[src/rtl/cve2_xif_mac_copro.sv]
// CV-X-IF multiply-accumulate coprocessor for the custom-0 opcode (7'h0B).
// Define CVE2_XIF_COPRO_FASTMUL_EN for a single-cycle multiplier; default is 32-cycle shift-add.
module cve2_xif_mac_copro (
   input  logic        clk_i,
   input  logic        rst_ni,
   input  logic        xif_issue_valid_i,
   input  logic [31:0] xif_issue_req_instr_i,
   output logic        xif_issue_ready_o,
   output logic        xif_issue_resp_accept_o,
   output logic        xif_issue_resp_writeback_o,
   output logic [2:0]  xif_issue_resp_register_read_o,
   input  logic [31:0] xif_register_rs1_i,
   input  logic [31:0] xif_register_rs2_i,
   input  logic [31:0] xif_register_rs3_i,
   input  logic [2:0]  xif_register_rs_valid_i,
   input  logic        xif_commit_valid_i,
   input  logic        xif_commit_kill_i,
   input  logic        xif_result_ready_i,
   output logic        xif_result_valid_o,
   output logic        xif_result_we_o,
   output logic [31:0] xif_result_data_o
);

   localparam logic [6:0] OPCODE = 7'h0B;
   localparam logic [1:0] F_MAC  = 2'd0;
   localparam logic [1:0] F_CLR  = 2'd1;
   localparam logic [1:0] F_RD   = 2'd2;
   localparam logic [1:0] F_MADD = 2'd3;

   typedef enum logic [1:0] {
      S_IDLE   = 2'd0,
      S_WAIT   = 2'd1,
      S_EXEC   = 2'd2,
      S_RESULT = 2'd3
   } state_t;

   state_t      r_state;
   state_t      w_state_nxt;
   logic        r_live;
   logic [1:0]  r_op;
   logic [31:0] r_acc;
   logic [31:0] r_mcand;
   logic [31:0] r_mplier;
   logic [31:0] r_prod;
   logic        r_result_valid;
   logic        r_result_we;
   logic [31:0] r_result_data;
   logic        w_accept;
   logic        w_wb;
   logic [2:0]  w_reads;
   logic        w_issue_hs;
   logic        w_done;
   logic [31:0] w_sum;
   logic        w_unused;

   assign w_unused = ^{xif_issue_req_instr_i[31:15], xif_issue_req_instr_i[11:7]};

   always_comb begin
      w_accept = 1'b0;
      w_wb     = 1'b0;
      w_reads  = 3'b000;
      if (xif_issue_req_instr_i[6:0] == OPCODE) begin
         case (xif_issue_req_instr_i[14:12])
            3'b000: begin w_accept = 1'b1; w_wb = 1'b1; w_reads = 3'b011; end
            3'b001: begin w_accept = 1'b1; w_wb = 1'b0; w_reads = 3'b000; end
            3'b010: begin w_accept = 1'b1; w_wb = 1'b1; w_reads = 3'b000; end
            3'b011: begin w_accept = 1'b1; w_wb = 1'b1; w_reads = 3'b111; end
            default: begin w_accept = 1'b0; w_wb = 1'b0; w_reads = 3'b000; end
         endcase
      end else begin
         w_accept = 1'b0;
         w_wb     = 1'b0;
         w_reads  = 3'b000;
      end
   end

   // r_live keeps ready low while in reset and for the first cycle after release
   assign xif_issue_ready_o = (r_state == S_IDLE) & r_live &
                              ((xif_register_rs_valid_i & w_reads) == w_reads);
   assign xif_issue_resp_accept_o        = w_accept;
   assign xif_issue_resp_writeback_o     = w_wb;
   assign xif_issue_resp_register_read_o = w_reads;
   assign w_issue_hs = xif_issue_valid_i & xif_issue_ready_o;

`ifdef CVE2_XIF_COPRO_FASTMUL_EN
   assign w_done = 1'b1;
   assign w_sum  = r_prod + r_mcand * r_mplier;
`else
   logic [4:0] r_cnt;
   assign w_done = (r_op == F_CLR) | (r_op == F_RD) | (r_cnt == 5'd31);
   assign w_sum  = r_prod + (r_mplier[0] ? r_mcand : 32'd0);
`endif

   always_ff @(posedge clk_i or negedge rst_ni) begin
      if (!rst_ni) begin
         r_state <= S_IDLE;
         r_live  <= 1'b0;
      end else begin
         r_state <= w_state_nxt;
         r_live  <= 1'b1;
      end
   end

   always_comb begin
      w_state_nxt = r_state;
      case (r_state)
         S_IDLE: begin
            if (w_issue_hs & w_accept) begin
               if (xif_commit_valid_i) begin
                  w_state_nxt = xif_commit_kill_i ? S_IDLE : S_EXEC;
               end else begin
                  w_state_nxt = S_WAIT;
               end
            end else begin
               w_state_nxt = S_IDLE;
            end
         end
         S_WAIT: begin
            if (xif_commit_valid_i) begin
               w_state_nxt = xif_commit_kill_i ? S_IDLE : S_EXEC;
            end else begin
               w_state_nxt = S_WAIT;
            end
         end
         S_EXEC: begin
            if (w_done) begin
               w_state_nxt = S_RESULT;
            end else begin
               w_state_nxt = S_EXEC;
            end
         end
         S_RESULT: begin
            if (xif_result_ready_i) begin
               w_state_nxt = S_IDLE;
            end else begin
               w_state_nxt = S_RESULT;
            end
         end
         default: w_state_nxt = S_IDLE;
      endcase
   end

   // The addend (acc for MAC, rs3 for MADD) seeds the product register at issue
   always_ff @(posedge clk_i or negedge rst_ni) begin
      if (!rst_ni) begin
         r_op           <= 2'd0;
         r_acc          <= 32'd0;
         r_mcand        <= 32'd0;
         r_mplier       <= 32'd0;
         r_prod         <= 32'd0;
         r_result_valid <= 1'b0;
         r_result_we    <= 1'b0;
         r_result_data  <= 32'd0;
`ifndef CVE2_XIF_COPRO_FASTMUL_EN
         r_cnt          <= 5'd0;
`endif
      end else if (r_state == S_IDLE) begin
         if (w_issue_hs & w_accept) begin
            r_op     <= xif_issue_req_instr_i[13:12];
            r_mcand  <= xif_register_rs1_i;
            r_mplier <= xif_register_rs2_i;
            r_prod   <= (xif_issue_req_instr_i[13:12] == F_MADD) ? xif_register_rs3_i : r_acc;
`ifndef CVE2_XIF_COPRO_FASTMUL_EN
            r_cnt    <= 5'd0;
`endif
         end
      end else if (r_state == S_EXEC) begin
         if (w_done) begin
            r_result_valid <= 1'b1;
            case (r_op)
               F_MAC:   begin r_acc <= w_sum; r_result_data <= w_sum; r_result_we <= 1'b1; end
               F_CLR:   begin r_acc <= 32'd0; r_result_data <= 32'd0; r_result_we <= 1'b0; end
               F_RD:    begin r_result_data <= r_acc; r_result_we <= 1'b1; end
               F_MADD:  begin r_result_data <= w_sum; r_result_we <= 1'b1; end
               default: begin r_result_data <= 32'd0; r_result_we <= 1'b0; end
            endcase
         end else begin
`ifndef CVE2_XIF_COPRO_FASTMUL_EN
            r_prod   <= w_sum;
            r_mcand  <= {r_mcand[30:0], 1'b0};
            r_mplier <= {1'b0, r_mplier[31:1]};
            r_cnt    <= r_cnt + 5'd1;
`endif
         end
      end else if (r_state == S_RESULT) begin
         if (xif_result_ready_i) begin
            r_result_valid <= 1'b0;
            r_result_we    <= 1'b0;
            r_result_data  <= 32'd0;
         end
      end
   end

   assign xif_result_valid_o = r_result_valid;
   assign xif_result_we_o    = r_result_we;
   assign xif_result_data_o  = r_result_data;

endmodule

[config.mk]
export PLATFORM = sky130hd
export DESIGN_NAME = cve2_xif_mac_copro
export DESIGN_NICKNAME = d
export VERILOG_FILES = /design/src/rtl/cve2_xif_mac_copro.sv
export SDC_FILE = /design/constraint.sdc
export NUM_CORES = 1
export LEC_CHECK = 0
export CORE_MARGIN = 2
export CORE_UTILIZATION = 31
export CTS_BUF_LIST = sky130_fd_sc_hd__clkbuf_16
export CTS_CLUSTER_SIZE = 30
export DETAILED_ROUTE_END_ITERATION = 16
export PLACE_DENSITY = 0.58
export SLEW_MARGIN = 10
export SYNTH_ARGS = -nofsm -noshare
export SYNTH_HDL_FRONTEND = slang
export SYNTH_SLANG_ARGS = --single-unit
[constraint.sdc]
create_clock -name clk_i -period 2.8 [get_ports clk_i]
set_input_delay 0.84 -clock clk_i [delete_from_list [all_inputs] [get_ports clk_i]]
set_output_delay 0.84 -clock clk_i [all_outputs]
set_load 0.01 [all_outputs]
======== After elaboration in Yosys (flattened, before gate mapping) ========
Index checks and enable logic that the tools add are counted.
word-level totals
  input bits .............................. 137
  logic and storage cells ................. 95
  register bits after elaboration ......... 172
cells by class
  multiplexer cells ....................... 43
  reduce and logical (&&, ||, !) cells .... 15
  bitwise operators ....................... 8
  equality and inequality tests ........... 16
  $add $sub $neg .......................... 2
operator list
  kind                                                  count
  2-to-1 mux 32 bit                                     18
  case mux 32 bit (3 select lines)                      1
  case mux 32 bit (2 select lines)                      1
  adder 32 bit                                          1
  2-to-1 mux 5 bit                                      4
  2-to-1 mux 1 bit                                      11
  equality test 2 bit (second input constant)           5
  2-to-1 mux 2 bit                                      4
  case mux 2 bit (4 select lines)                       1
  AND reduction 4 bit                                   2
  nonzero test 2 bit                                    4
  equality test 7 x 4 -> 1 bit (second input constant)  1
  equality test 3 x 2 -> 1 bit (second input constant)  2
  case mux 3 bit (2 select lines)                       1
  OR reduction 3 bit                                    2
  adder 5 x 1 -> 5 bit (second input constant)          1
  equality test 5 bit (second input constant)           1
  bitwise AND 1 bit                                     4
  equality test 2 x 1 -> 1 bit (second input constant)  2
  zero test 2 bit                                       2
  != test 2 bit (second input constant)                 2
  OR reduction 4 bit                                    1
  bitwise AND 3 bit                                     1
  equality test 3 x 1 -> 1 bit (second input constant)  1
  other kinds (10)                                      11

======== Depth between registers and ports, before layout ========
  depth after elaboration ................. 10
  gate-level depth with buffers ........... 12
  depth with buffers taken out ............ 11

======== Least setup slack after synthesis ========
OpenSTA, ideal clock, no wires.
  kind .................................... input to output
  from .................................... in xif_issue_req_instr_i[12]
  to ...................................... out xif_issue_resp_register_read_o[1]
  setup slack ............................. -0.027 ns
  stages on the path ...................... 5
  required time ........................... 1.960 ns
  data arrival time ....................... 1.987 ns
  cells stage by stage .................... clkbuf_1 -> nand2_1 -> clkbuf_1 -> a21oi_1 -> buf_4
on the way
  word-level cells in the longest chain between the ends .. 3
  elaborated cells between the ends (all ways) .. 4
  classes of those cells .................. eq/ne: 1; mux: 2; reduce/logical: 1
ends and longest elaborated chain
  element                                                          RTL line  RTL
  start: declaration                                               7         input logic [31:0] xif_issue_req_instr_i,
  equality test 3 x 2 -> 1 bit or zero test 3 bit (tied branches)  63        case (xif_issue_req_instr_i[14:12])
  case mux 3 bit (2 select lines) *                                63
  2-to-1 mux 3 bit *                                               62        if (xif_issue_req_instr_i[6:0] == OPCODE) begin
  end: declaration                                                 11        output logic [2:0] xif_issue_resp_register_read_o,
Every way passes the cells marked *; elsewhere a longest branch is shown, timed or not.

======== Worst setup path in the final report ========
  from .................................... reg r_mplier[0]
  to ...................................... reg r_prod[31]
on the way
  word-level cells in the longest chain between the ends .. 5
ends and longest elaborated chain
  element                   RTL line  RTL
  start: declaration        43        logic [31:0] r_mplier;
  start signal: assignment  161       r_mplier <= xif_register_rs2_i;
  start signal: assignment  181       r_mplier <= {1'b0, r_mplier[31:1]};
  2-to-1 mux 32 bit         91        assign w_sum = r_prod + (r_mplier[0] ? r_mcand : 32'd0);
  adder 32 bit              91
  2-to-1 mux 32 bit         168       if (w_done) begin
  2-to-1 mux 32 bit         167       end else if (r_state == S_EXEC) begin
  2-to-1 mux 32 bit         157       end else if (r_state == S_IDLE) begin
  end signal: assignment    162       r_prod <= (xif_issue_req_instr_i[13:12] == F_MADD) ? xif_register_rs3_i : r_acc;
  end signal: assignment    179       r_prod <= w_sum;
  end: declaration          44        logic [31:0] r_prod;
Every way passes these cells. The select of a mux whose other input is x is not followed.
A chain may end at the register's enable or synchronous reset.

==> flow_summary.toml <==
[hold_path]
hold_path_class = "in2async"

[timing]
setup_viol = 5
finalWorstSetupSlack_ns = -0.03119
timing.clock.skew_ns = 0.01379
fin_crit_ns = 2.831
tightest_slew_ns = 0.7868
max_freq_mhz = 353.2
relSlewSlack_pct = 47.55
slew_viol_final = 0
grt_setup_unrepaired = "true"
fin_crit_sh_pct = 101.1
hold_viol_final = 0
hold_slack_ns = 0.3681

[clock_network]
cts_made_buffers = 17
clk_latency_ns = 0.44
ctsRootBufferMaster = "clkbuf_16"
htreeDepth = 4
cts_buffer_depth = 2
cts_sinks = 172
cts_tree = "yes"
clkTransAtPathRegs_ns = 0.08
cts_hold_buf = 0

[setup_path]
start_kind = "register"
crit_fanout = 6
required_ns = 3.13
cp_data_arrival_time_ns = 3.16
worstSetupEndpointType = "register"
r2r_cells = 12
rr_endpoint = "r_prod[31]"
r2r_slack_ns = -0.03
r2r-start = "r_mplier[0]"
path_class = "reg2reg"

[final_layout]
layout-drive-gt1-share_pct = 20.13
num-nets-final = 1562
syn_to_final_growth_pct = 41.33
layoutNonFillerInstCount = 1803
fillers = 3006
postLayoutCoreUtil_pct = 44.38
antenna_cells = 0

[power_and_ir_drop]
power.density_mw_per_mm2 = 1376
power_leakage_nw = 6.195
ir_worst_vdd_v = 0.0006140

[synth]
postSynthAreaPerCell_um2 = 8.625
syn-num-nets = 1320
synth_warnings = 0
async_reset_ff_share_pct = 100.0
ys_ff_latch = 172
synth_edf_count = 0
synth-seq-area-share_pct = 43.54
ys_types = 66
synthCells = 1146
dominantRegCellSynth = "dfrtp_1"
syn_area_mm2 = 0.009884

[global_routing]
grt_pass1_wl_um = 48290
grt_max_degree = 75
antenna_found_initial = 0
grt_usage_pct = 18.32
overflow = 0
grt_pass1_vias = 8847

[routing]
routedWlPerCell_um = 16.92
drc = 0
vias_per_cell = 5.087
postRouteAntennaNets = 0
drt_pass1_iterations = 5
route.vias.total = 9171
drt-initial-drc-count = 704
drt-total-wl_um = 30500

[run_status]
violations = "setup timing"
outcome = "finished, violations left"

[die]
start_util_pct = 31.41
io_pins = 177
rows = 65
core_area_mm2 = 0.03147
die-area_mm2 = 0.03333
die_x_um = 182.6
die_h_um = 182.6

[placed_design]
place_hpwl_um = 22230
port_buffers = 154
placed_cells = 1762
place_congestion = 0.8721
post-place-ws_ns = -0.6459

[flow_run]
cap_viol_max_count = 0
-- area by class of cell --
class,count,area (µm²),share of cell area (%)
multi-input cells,869,5668,40.57
flip-flops and latches,172,4305,30.82
repair buffers,305,2810,20.12
well taps,402,503.0,3.601
clock buffers,17,425.4,3.045
clock inverters,15,171.4,1.227
inverters,23,86.33,0.6180
-- sequential cells by signal, summed over array words and instances, names as in the netlist --
| name | count |
|---|---|
| r_mcand | 32 |
| r_acc | 32 |
| r_prod | 32 |
| r_op | 2 |
| xif_result_valid_o | 1 |
| r_cnt | 5 |
| xif_result_data_o | 32 |
| r_mplier | 32 |
| r_state | 2 |
| xif_result_we_o | 1 |
| r_live | 1 |
-- per-layer routing --
metal	up-vias	GRT usage, %	wire (µm)
met3	25	3.832	1861
li1	4548	-	-
met4	0	4.613	390
met2	234	28.14	13510
met5	-	0	0
met1	4364	26.27	14750
-- cells by family after synthesis --
family | count (synthesis) | synth area share [%]
adders and majority gates | 37 | 4.759
and+or+nand+nor | 432 | 19.03
buffers and inverters | 105 | 4.240
muxes | 30 | 3.114
other | 1 | 0.03794
AOI/OAI and AO/OA | 339 | 22.54
xor gates and xnor gates | 30 | 2.734
DFF | 172 | 43.54
-- placed cells by master (no fill, tap or decap), drive strengths merged, types with 8 or more instances in the layout --
cell           synthesis  layout
dfrtp                172     172
inv                   23      30
nor3                  24      24
o21a                   8       8
buf                   22     157
mux2i                 24      24
xnor2                 21      21
a22oi                 17      17
and2                  40      40
clkdlybuf4s50          0     139
nand2                218     218
nand3                 19      19
a22o                  19      19
xor2                   9       9
a211oi                21      21
ha                    36      36
a31oi                 66      66
nand4                 13      13
o21ai                 77      77
a21o                  21      21
clkbuf                60      19
a21oi                 68      68
nor2                  94      94
-- worst max-delay path, cell delays in order, from the launching register on --
cell	delay, ns
dfrtp_2	0.45
buf_4	0.17
and2_1	0.19
ha_4	0.30
nand4_1	0.15
buf_4	0.18
a211oi_4	0.23
o41ai_4	0.14
nand4_1	0.20
a21oi_2	0.09
nor2_2	0.19
xnor2_2	0.12
a221o_1	0.32
-- per-stage QoR --
step           cell area [µm²]  power, mW  TNS [ns]
2_1_floorplan             9888      10.56         0
3_3_place_gp             12830      15.32    -24.12
3_5_place_dp             12830      15.47    -23.70
4_1_cts                  13680      18.45  -0.01195
5_1_grt                  13970      20.76    -1.637
6_report                 13970      19.22   -0.1120
-- worst max path at each step --
| stage | startpoint | end | slack [ns] | depth (start not counted) |
|---|---|---|---|---|
| 4_1_cts | r_mplier[0] | xif_result_data_o[29] | -0.006 | 11 |
| 5_1_grt | r_mplier[0] | r_prod[31] | -0.16 | 12 |
| 3_3_place_gp | xif_issue_req_instr_i[5] | xif_issue_resp_writeback_o | -0.60 | 6 |
| 6_report | r_mplier[0] | r_prod[31] | -0.03 | 12 |
| 2_1_floorplan | r_mplier[0] | r_prod[29] | 0.03 | 11 |
| 3_5_place_dp | xif_issue_req_instr_i[5] | xif_issue_resp_register_read_o[0] | -0.65 | 6 |
-- synth_stat cells, types with 8 or more instances --
| cell | instances | area (µm²) |
|---|---|---|
| a31oi_1 | 65 | 406.6 |
| clkbuf_1 | 60 | 225.2 |
| a22oi_1 | 17 | 127.6 |
| nand2_1 | 218 | 818.3 |
| and2_1 | 39 | 244.0 |
| a211oi_1 | 20 | 150.1 |
| ha_1 | 36 | 450.4 |
| nor3_1 | 24 | 120.1 |
| o21ai_0 | 57 | 285.3 |
| xor2_1 | 8 | 70.07 |
| a21o_1 | 21 | 157.7 |
| inv_1 | 22 | 82.58 |
| o21ai_1 | 20 | 100.1 |
| buf_2 | 17 | 85.08 |
| xnor2_1 | 21 | 183.9 |
| nor2_1 | 94 | 352.8 |
| a21oi_1 | 65 | 325.3 |
| nand3_1 | 18 | 90.09 |
| nand4_1 | 13 | 81.33 |
| a22o_1 | 19 | 166.4 |
| o21a_1 | 8 | 60.06 |
| mux2i_1 | 24 | 240.2 |
| dfrtp_1 | 172 | 4304 |
-- power breakdown --
group / internal (mW) / leakage [nW] / total [mW] / switching, mW
Sequential: 3.50 / 2.07 / 4.27 / 0.765
Combinational: 6.09 / 3.84 / 12.5 / 6.46
Clock: 1.20 / 0.288 / 2.41 / 1.21
-- what timing repair did --
item | 4_1_cts | 5_1_grt
setup buffers | 1 | 10
pin swaps | 27 | 50
gates resized for setup | 79 | 49
setup endpoints to repair | 51 | 50
cloned | 1 | 0
(Power assumes the default switching activity.)
